<file path="src/rtl/pc_pkg.sv">
`default_nettype none
// ---------------------------------------------------------------------------
// pc_pkg : shared types and control decode for the program counter
// Revision: 1.0
// ---------------------------------------------------------------------------
package pc_pkg;

   typedef enum logic [2:0] {
      OP_HOLD,
      OP_START,
      OP_RET,
      OP_CALL,
      OP_LOAD,
      OP_BRANCH,
      OP_INC
   } pc_op_t;

   localparam int STACK_DEPTH_DEF = 4;
   localparam int DEPTH_W         = $clog2(STACK_DEPTH_DEF + 1);

   function automatic int depth_bits(input int depth);
      return $clog2(depth + 1);
   endfunction

   // Stall outranks every action except start, so it decodes to a plain hold.
   function automatic pc_op_t decode_op(input logic start, input logic stall,
                                        input logic ret, input logic call,
                                        input logic load, input logic branch,
                                        input logic inc_pc);
      if (start)       return OP_START;
      else if (stall)  return OP_HOLD;
      else if (ret)    return OP_RET;
      else if (call)   return OP_CALL;
      else if (load)   return OP_LOAD;
      else if (branch) return OP_BRANCH;
      else if (inc_pc) return OP_INC;
      else             return OP_HOLD;
   endfunction

endpackage
`default_nettype wire

</file>
<file path="src/rtl/pc_ret_stack.sv">
`default_nettype none
// ---------------------------------------------------------------------------
// pc_ret_stack : LIFO of return addresses; ignores push-when-full/pop-when-empty
// Revision: 1.0
// ---------------------------------------------------------------------------
module pc_ret_stack
   import pc_pkg::*;
#(
   parameter int WIDTH = 6,
   parameter int DEPTH = 4,
   localparam int DW   = depth_bits(DEPTH)
) (
   input  logic             clk,
   input  logic             rst,
   input  logic             push,
   input  logic             pop,
   input  logic             clr,
   input  logic [WIDTH-1:0] din,
   output logic [WIDTH-1:0] top,
   output logic [DW-1:0]    depth,
   output logic             full,
   output logic             empty
);

   logic [WIDTH-1:0] mem [DEPTH];
   logic [DW-1:0]    cnt;

   assign depth = cnt;
   assign full  = (cnt == DW'(DEPTH));
   assign empty = (cnt == '0);

   always_ff @(posedge clk) begin
      if (!rst) begin
         cnt <= '0;
      end else if (clr) begin
         cnt <= '0;
      end else if (pop && !empty) begin
         cnt <= cnt - DW'(1);
      end else if (push && !full) begin
         cnt <= cnt + DW'(1);
      end
   end

   // Storage needs no reset: entries above the depth pointer are never read.
   always_ff @(posedge clk) begin
      for (int i = 0; i < DEPTH; i++) begin
         if (rst && !clr && !pop && push && !full && cnt == DW'(i)) begin
            mem[i] <= din;
         end
      end
   end

   always_comb begin
      top = '0;
      for (int i = 0; i < DEPTH; i++) begin
         if (cnt == DW'(i + 1)) begin
            top = mem[i];
         end
      end
   end

endmodule
`default_nettype wire

</file>
<file path="src/rtl/pc_stack_seq.sv">
`default_nettype none
// ---------------------------------------------------------------------------
// pc_stack_seq : program counter with jump, relative branch and call/return
// Revision: 1.0
// ---------------------------------------------------------------------------
module pc_stack_seq
   import pc_pkg::*;
#(
   parameter int ADDR_W      = 6,
   parameter int DATA_W      = 16,
   parameter int OFF_W       = 6,
   parameter int STACK_DEPTH = 4,
   parameter int START_ADDR  = 1
) (
   input  logic              clk,
   input  logic              rst,
   input  logic [DATA_W-1:0] bus,
   input  logic              start,
   input  logic              stall,
   input  logic              inc_pc,
   input  logic              load,
   input  logic              branch,
   input  logic              call,
   input  logic              ret,
   output logic [ADDR_W-1:0] address,
   output logic              stack_full,
   output logic              stack_empty,
   output logic              ovf_err,
   output logic              unf_err
);

   localparam int DW = depth_bits(STACK_DEPTH);

   pc_op_t            op;
   logic [ADDR_W-1:0] next_seq;
   logic [ADDR_W-1:0] target;
   logic [ADDR_W-1:0] offset;
   logic [ADDR_W-1:0] stack_top;
   logic [DW-1:0]     stack_depth;
   logic              push;
   logic              pop;
   logic              unused_bits;

   assign op       = decode_op(start, stall, ret, call, load, branch, inc_pc);
   assign next_seq = address + ADDR_W'(1);
   assign target   = bus[ADDR_W-1:0];
   assign push     = (op == OP_CALL) && !stack_full;
   assign pop      = (op == OP_RET) && !stack_empty;

   assign unused_bits = ^{bus, stack_depth};

   if (OFF_W >= ADDR_W) begin : g_off_trunc
      assign offset = bus[ADDR_W-1:0];
   end else begin : g_off_sext
      assign offset = {{(ADDR_W - OFF_W){bus[OFF_W-1]}}, bus[OFF_W-1:0]};
   end

   pc_ret_stack #(
      .WIDTH (ADDR_W),
      .DEPTH (STACK_DEPTH)
   ) u_stack (
      .clk   (clk),
      .rst   (rst),
      .push  (push),
      .pop   (pop),
      .clr   (op == OP_START),
      .din   (next_seq),
      .top   (stack_top),
      .depth (stack_depth),
      .full  (stack_full),
      .empty (stack_empty)
   );

   // A faulting call/ret still advances sequentially so fetch never stalls.
   always_ff @(posedge clk) begin
      if (!rst) begin
         address <= '0;
         ovf_err <= 1'b0;
         unf_err <= 1'b0;
      end else begin
         case (op)
            OP_START: begin
               address <= ADDR_W'(START_ADDR);
               ovf_err <= 1'b0;
               unf_err <= 1'b0;
            end
            OP_RET: begin
               if (stack_empty) begin
                  address <= next_seq;
                  unf_err <= 1'b1;
               end else begin
                  address <= stack_top;
               end
            end
            OP_CALL: begin
               if (stack_full) begin
                  address <= next_seq;
                  ovf_err <= 1'b1;
               end else begin
                  address <= target;
               end
            end
            OP_LOAD:   address <= target;
            OP_BRANCH: address <= address + offset;
            OP_INC:    address <= next_seq;
            default:   address <= address;
         endcase
      end
   end

endmodule
`default_nettype wire

</file>
<file path="config.mk">
export PLATFORM = sky130hd
export DESIGN_NAME = pc_stack_seq
export DESIGN_NICKNAME = d
export VERILOG_FILES = /design/src/rtl/pc_pkg.sv /design/src/rtl/pc_ret_stack.sv /design/src/rtl/pc_stack_seq.sv
export SDC_FILE = /design/constraint.sdc
export NUM_CORES = 1
export LEC_CHECK = 0
export CAP_MARGIN = 20
export CORE_ASPECT_RATIO = 0.75
export CORE_MARGIN = 1
export CORE_UTILIZATION = 30
export DETAILED_ROUTE_END_ITERATION = 6
export GPL_TIMING_DRIVEN = 1
export HOLD_SLACK_MARGIN = 0.06
export SYNTH_ARGS = -nofsm -noshare
export SYNTH_HDL_FRONTEND = slang
export SYNTH_HIERARCHICAL = 1
export SYNTH_SLANG_ARGS = --single-unit
</file>
<file path="constraint.sdc">
create_clock -name clk -period 3.35 [get_ports clk]
set_input_delay 0.67 -clock clk [delete_from_list [all_inputs] [get_ports clk]]
set_output_delay 0.67 -clock clk [all_outputs]
set_load 0.05 [all_outputs]
</file>
==> impl_metrics.env <==
export IMPL_post_cts_setup_buffer_count=0
export IMPL_clock_sinks=35
export IMPL_grt_pass1_vias=1779
export IMPL_seq_area_um2=941
export IMPL_yosys_warnings=6
export IMPL_report_final_hold_viol_count=0
export IMPL_mappedNetlistArea_um2=2210
export IMPL_die_h_um=76.3
export IMPL_tightestPinTransition_ps=541
export IMPL_regToRegEndpoint="u_stack/mem[1][0]$_DFFE_PP_"
export IMPL_worstPathArrival_ps=2370
export IMPL_status="finished, final reports clean"
export IMPL_pins_over_slew_limit=0
export IMPL_buffer_ports_inserted=24
export IMPL_post_dr_vias_cell=5.26
export IMPL_synth_mux_area_fraction_pct=0.453
export IMPL_holdPathEnd="ovf_err$_SDFFE_PN0P_"
export IMPL_detailroute_via_count=1837
export IMPL_number_of_buffers_added_by_the_clock_tree_synthesis_step=5
export IMPL_ys_dominant_reg_cell="sky130_fd_sc_hd__edfxtp_1"
export IMPL_fillerInstances=710
export IMPL_cts_buffer_depth=2
export IMPL_synthCells=219
export IMPL_grt_max_degree=15
export IMPL_maxCapViolations=0
export IMPL_final_critical_path_setup_slack_ps=313
export IMPL_post_dp_hpwl_um=4090
export IMPL_yosysUniqueCellTypes=61
export IMPL_buffer_type_at_the_clock_tree_root="sky130_fd_sc_hd__clkbuf_8"
export IMPL_diodes=0
export IMPL_worst_skew_pair_late_latency_ps=290
export IMPL_multi_input_area_um2=1160
export IMPL_post_route_min_period_ps=3040
export IMPL_die_w_um=101
export IMPL_place_worst_setup_slack_ps=527
export IMPL_flow_area_growth_from_synthesis_pct=21.0
export IMPL_antenna_found_initial=0
export IMPL_tns_setup_ps=0
export IMPL_synth_compound_area_share_pct=19.7
export IMPL_post_cts_hold_buffer_count=0
export IMPL_die_area_um2=7710
export IMPL_gp_congestion=0.820
export IMPL_design_power_total_w=0.000894
export IMPL_critPathCaptureType="output port"
export IMPL_avgSynthCellArea_um2=10.1
export IMPL_grt_pass1_wl_um=8940
export IMPL_worst_setup_path_class="flop to output port"
export IMPL_yosys_area_share_xor_xnor_pct=2.78
export IMPL_floorplan_core_area_um2=6960
export IMPL_num_io_pins=35
export IMPL_setup_violations=0
export IMPL_clk_pin_slew_worst_paths_ps=70
export IMPL_grt_setup_unrepaired="false"
export IMPL_ant_nets=0
export IMPL_total_power_density_per_cell_area_nw_per_um2=335
export IMPL_core_rowCount=26
export IMPL_yosys_area_share_adder_pct=7.71
export IMPL_drive_above_1_share_pct=10.8
export IMPL_tritoncts="built"
export IMPL_p_leak_nw=1.01
export IMPL_rr_startpoint="u_stack/depth[1]$_SDFFE_PP0P_"
export IMPL_period_share_pct=90.6
export IMPL_drt_first_iter_violations=104
export IMPL_ys_ff_latch=35
export IMPL_route_final_wire_length_um=5230
export IMPL_maxSlewHeadroom_pct=63.8
export IMPL_critical_path_peak_fanout=9
export IMPL_fraction_of_the_yosys_area_taken_by_sequential_cells_pct=42.6
export IMPL_worst_r2r_cell_count=9
export IMPL_synth_enable_flop_cells=24
export IMPL_worst_hold_startpoint="ovf_err$_SDFFE_PN0P_"
export IMPL_h_tree_lvls=2
export IMPL_synth_net_count=257
export IMPL_total_global_routing_overflow=0
export IMPL_synth_async_sr_flop_share_pct=0
export IMPL_drcViolationCount=0
export IMPL_worst_endpoint_required_ps=2680
export IMPL_power_ir_vdd_worst_mv=0.173
export IMPL_start_util_pct=31.7
export IMPL_timing_clock_skew_ps=7.98
export IMPL_cts_repair_resized=0
export IMPL_hold_depth=2
export IMPL_timing_hold_worst_class="flop to flop"
export IMPL_grt_usage_pct=14.8
export IMPL_worstSetupStartpointType="flop"
export IMPL_drt_first_pass_iters=4
export IMPL_avgRoutedWirePerCell_um=15.0
export IMPL_synth_simple_gate_area_share_pct=21.7
export IMPL_achievable_clock_frequency_mhz=329
export IMPL_final_nets=288
export IMPL_timing_reg2reg_setup_slack_ps=750
export IMPL_synth_top_family_by_area="simple AND/OR/NAND/NOR gates"
## per-layer routing
layer	up-vias	GRT usage, %	share of wire [%]
li1	887	-	-
met2	40	19.5	40
met5	-	0	0
met1	907	23.7	55
met3	3	3.76	4.9
met4	0	3.04	0.44
## cells in the final DEF, fill, tap and decap left out, types with 6 or more instances in the layout
cell	count
sky130_fd_sc_hd__edfxtp_1	24
sky130_fd_sc_hd__a221oi_1	8
sky130_fd_sc_hd__buf_4	6
sky130_fd_sc_hd__nor2_1	13
sky130_fd_sc_hd__a221o_1	6
sky130_fd_sc_hd__nand3_1	6
sky130_fd_sc_hd__nand2_1	16
sky130_fd_sc_hd__inv_1	19
sky130_fd_sc_hd__dfxtp_1	11
sky130_fd_sc_hd__a21oi_1	13
sky130_fd_sc_hd__nand3b_1	7
sky130_fd_sc_hd__clkdlybuf4s50_1	24
sky130_fd_sc_hd__ha_1	12
## worst max-delay path, cell delays in order, from the launching register on
cell and delay (ps):
sky130_fd_sc_hd__dfxtp_1 340, sky130_fd_sc_hd__inv_1 120, sky130_fd_sc_hd__ha_1 320, sky130_fd_sc_hd__or2b_1 300, sky130_fd_sc_hd__inv_1 160, sky130_fd_sc_hd__clkdlybuf4s50_1 840
## final cells by class
class                      count  area share (%)
clock inverter                 3           0.749
clock buffer                   5            2.57
tap                           98            4.59
sequential                    35            35.2
inverter                      21            2.95
timing repair buffer          30            10.7
multi-input combinational    157            43.3
## through the flow
stage / cells / hold WS [ps] / cell area, µm² / utilization (%)
floorplan: 219 / 472 / 2210 / -
global placement: 341 / 466 / 2580 / 37.1
detailed placement: 341 / 469 / 2580 / 37.1
CTS: 349 / 487 / 2670 / 38.4
global route: 349 / 531 / 2670 / 38.4
finish: 349 / 473 / 2670 / 38.4
## how the worst max path moves through the flow
stage | cells after the start | start | slack (ps) | endpoint
finish | 5 | u_stack/depth[0]$_SDFFE_PP0P_ | 310 | stack_empty
global route | 5 | u_stack/depth[0]$_SDFFE_PP0P_ | 160 | stack_empty
CTS | 5 | u_stack/depth[0]$_SDFFE_PP0P_ | 320 | stack_empty
detailed placement | 6 | stall | 530 | u_stack/mem[2][2]$_DFFE_PP_
global placement | 6 | stall | 530 | u_stack/mem[1][2]$_DFFE_PP_
floorplan | 6 | u_stack/depth[0]$_SDFFE_PP0P_ | 650 | u_stack/mem[3][0]$_DFFE_PP_
## kinds of logic (layout without fill, tap and decap cells)
kind of cell    after synthesis  count (layout)
compound gates               55              55
xor+xnor                      7               7
buf+inv                      27              59
flops                        35              35
mux                           1               1
fa+ha+maj                    13              13
simple gates                 81              81
## registers in the layout, summed over array words and instances (netlist names)
register and cells:
address 6, ovf_err 1, u_stack/depth 3, u_stack/mem 24, unf_err 1
## synth_stat cells, types with 3 or more instances
cell type / n / area, µm²
sky130_fd_sc_hd__edfxtp_1: 24 / 721
sky130_fd_sc_hd__inv_1: 19 / 71.3
sky130_fd_sc_hd__nand2_1: 16 / 60.1
sky130_fd_sc_hd__a21oi_1: 13 / 65.1
sky130_fd_sc_hd__nor2_1: 13 / 48.8
sky130_fd_sc_hd__ha_1: 12 / 150
sky130_fd_sc_hd__dfxtp_1: 11 / 220
sky130_fd_sc_hd__a221oi_1: 8 / 70.1
sky130_fd_sc_hd__nand3b_1: 7 / 52.6
sky130_fd_sc_hd__a221o_1: 6 / 60.1
sky130_fd_sc_hd__nand3_1: 6 / 30.0
sky130_fd_sc_hd__nor3_1: 5 / 25.0
sky130_fd_sc_hd__nor2b_1: 4 / 25.0
sky130_fd_sc_hd__xor2_1: 4 / 35.0
sky130_fd_sc_hd__buf_2: 3 / 15.0
sky130_fd_sc_hd__nand2b_1: 3 / 18.8
sky130_fd_sc_hd__nor3b_1: 3 / 22.5
sky130_fd_sc_hd__nor4b_1: 3 / 26.3
sky130_fd_sc_hd__o211ai_1: 3 / 22.5
sky130_fd_sc_hd__or3b_1: 3 / 26.3
sky130_fd_sc_hd__xnor2_1: 3 / 26.3
## where the power goes
group          switching [W]  leakage (nW)  total (W)  internal [W]
clock network       0.000160        0.0418   0.000305      0.000145
registers         0.00000618         0.312   0.000471      0.000465
logic              0.0000684         0.655   0.000118     0.0000498
Power figures use the tool's default switching activity.
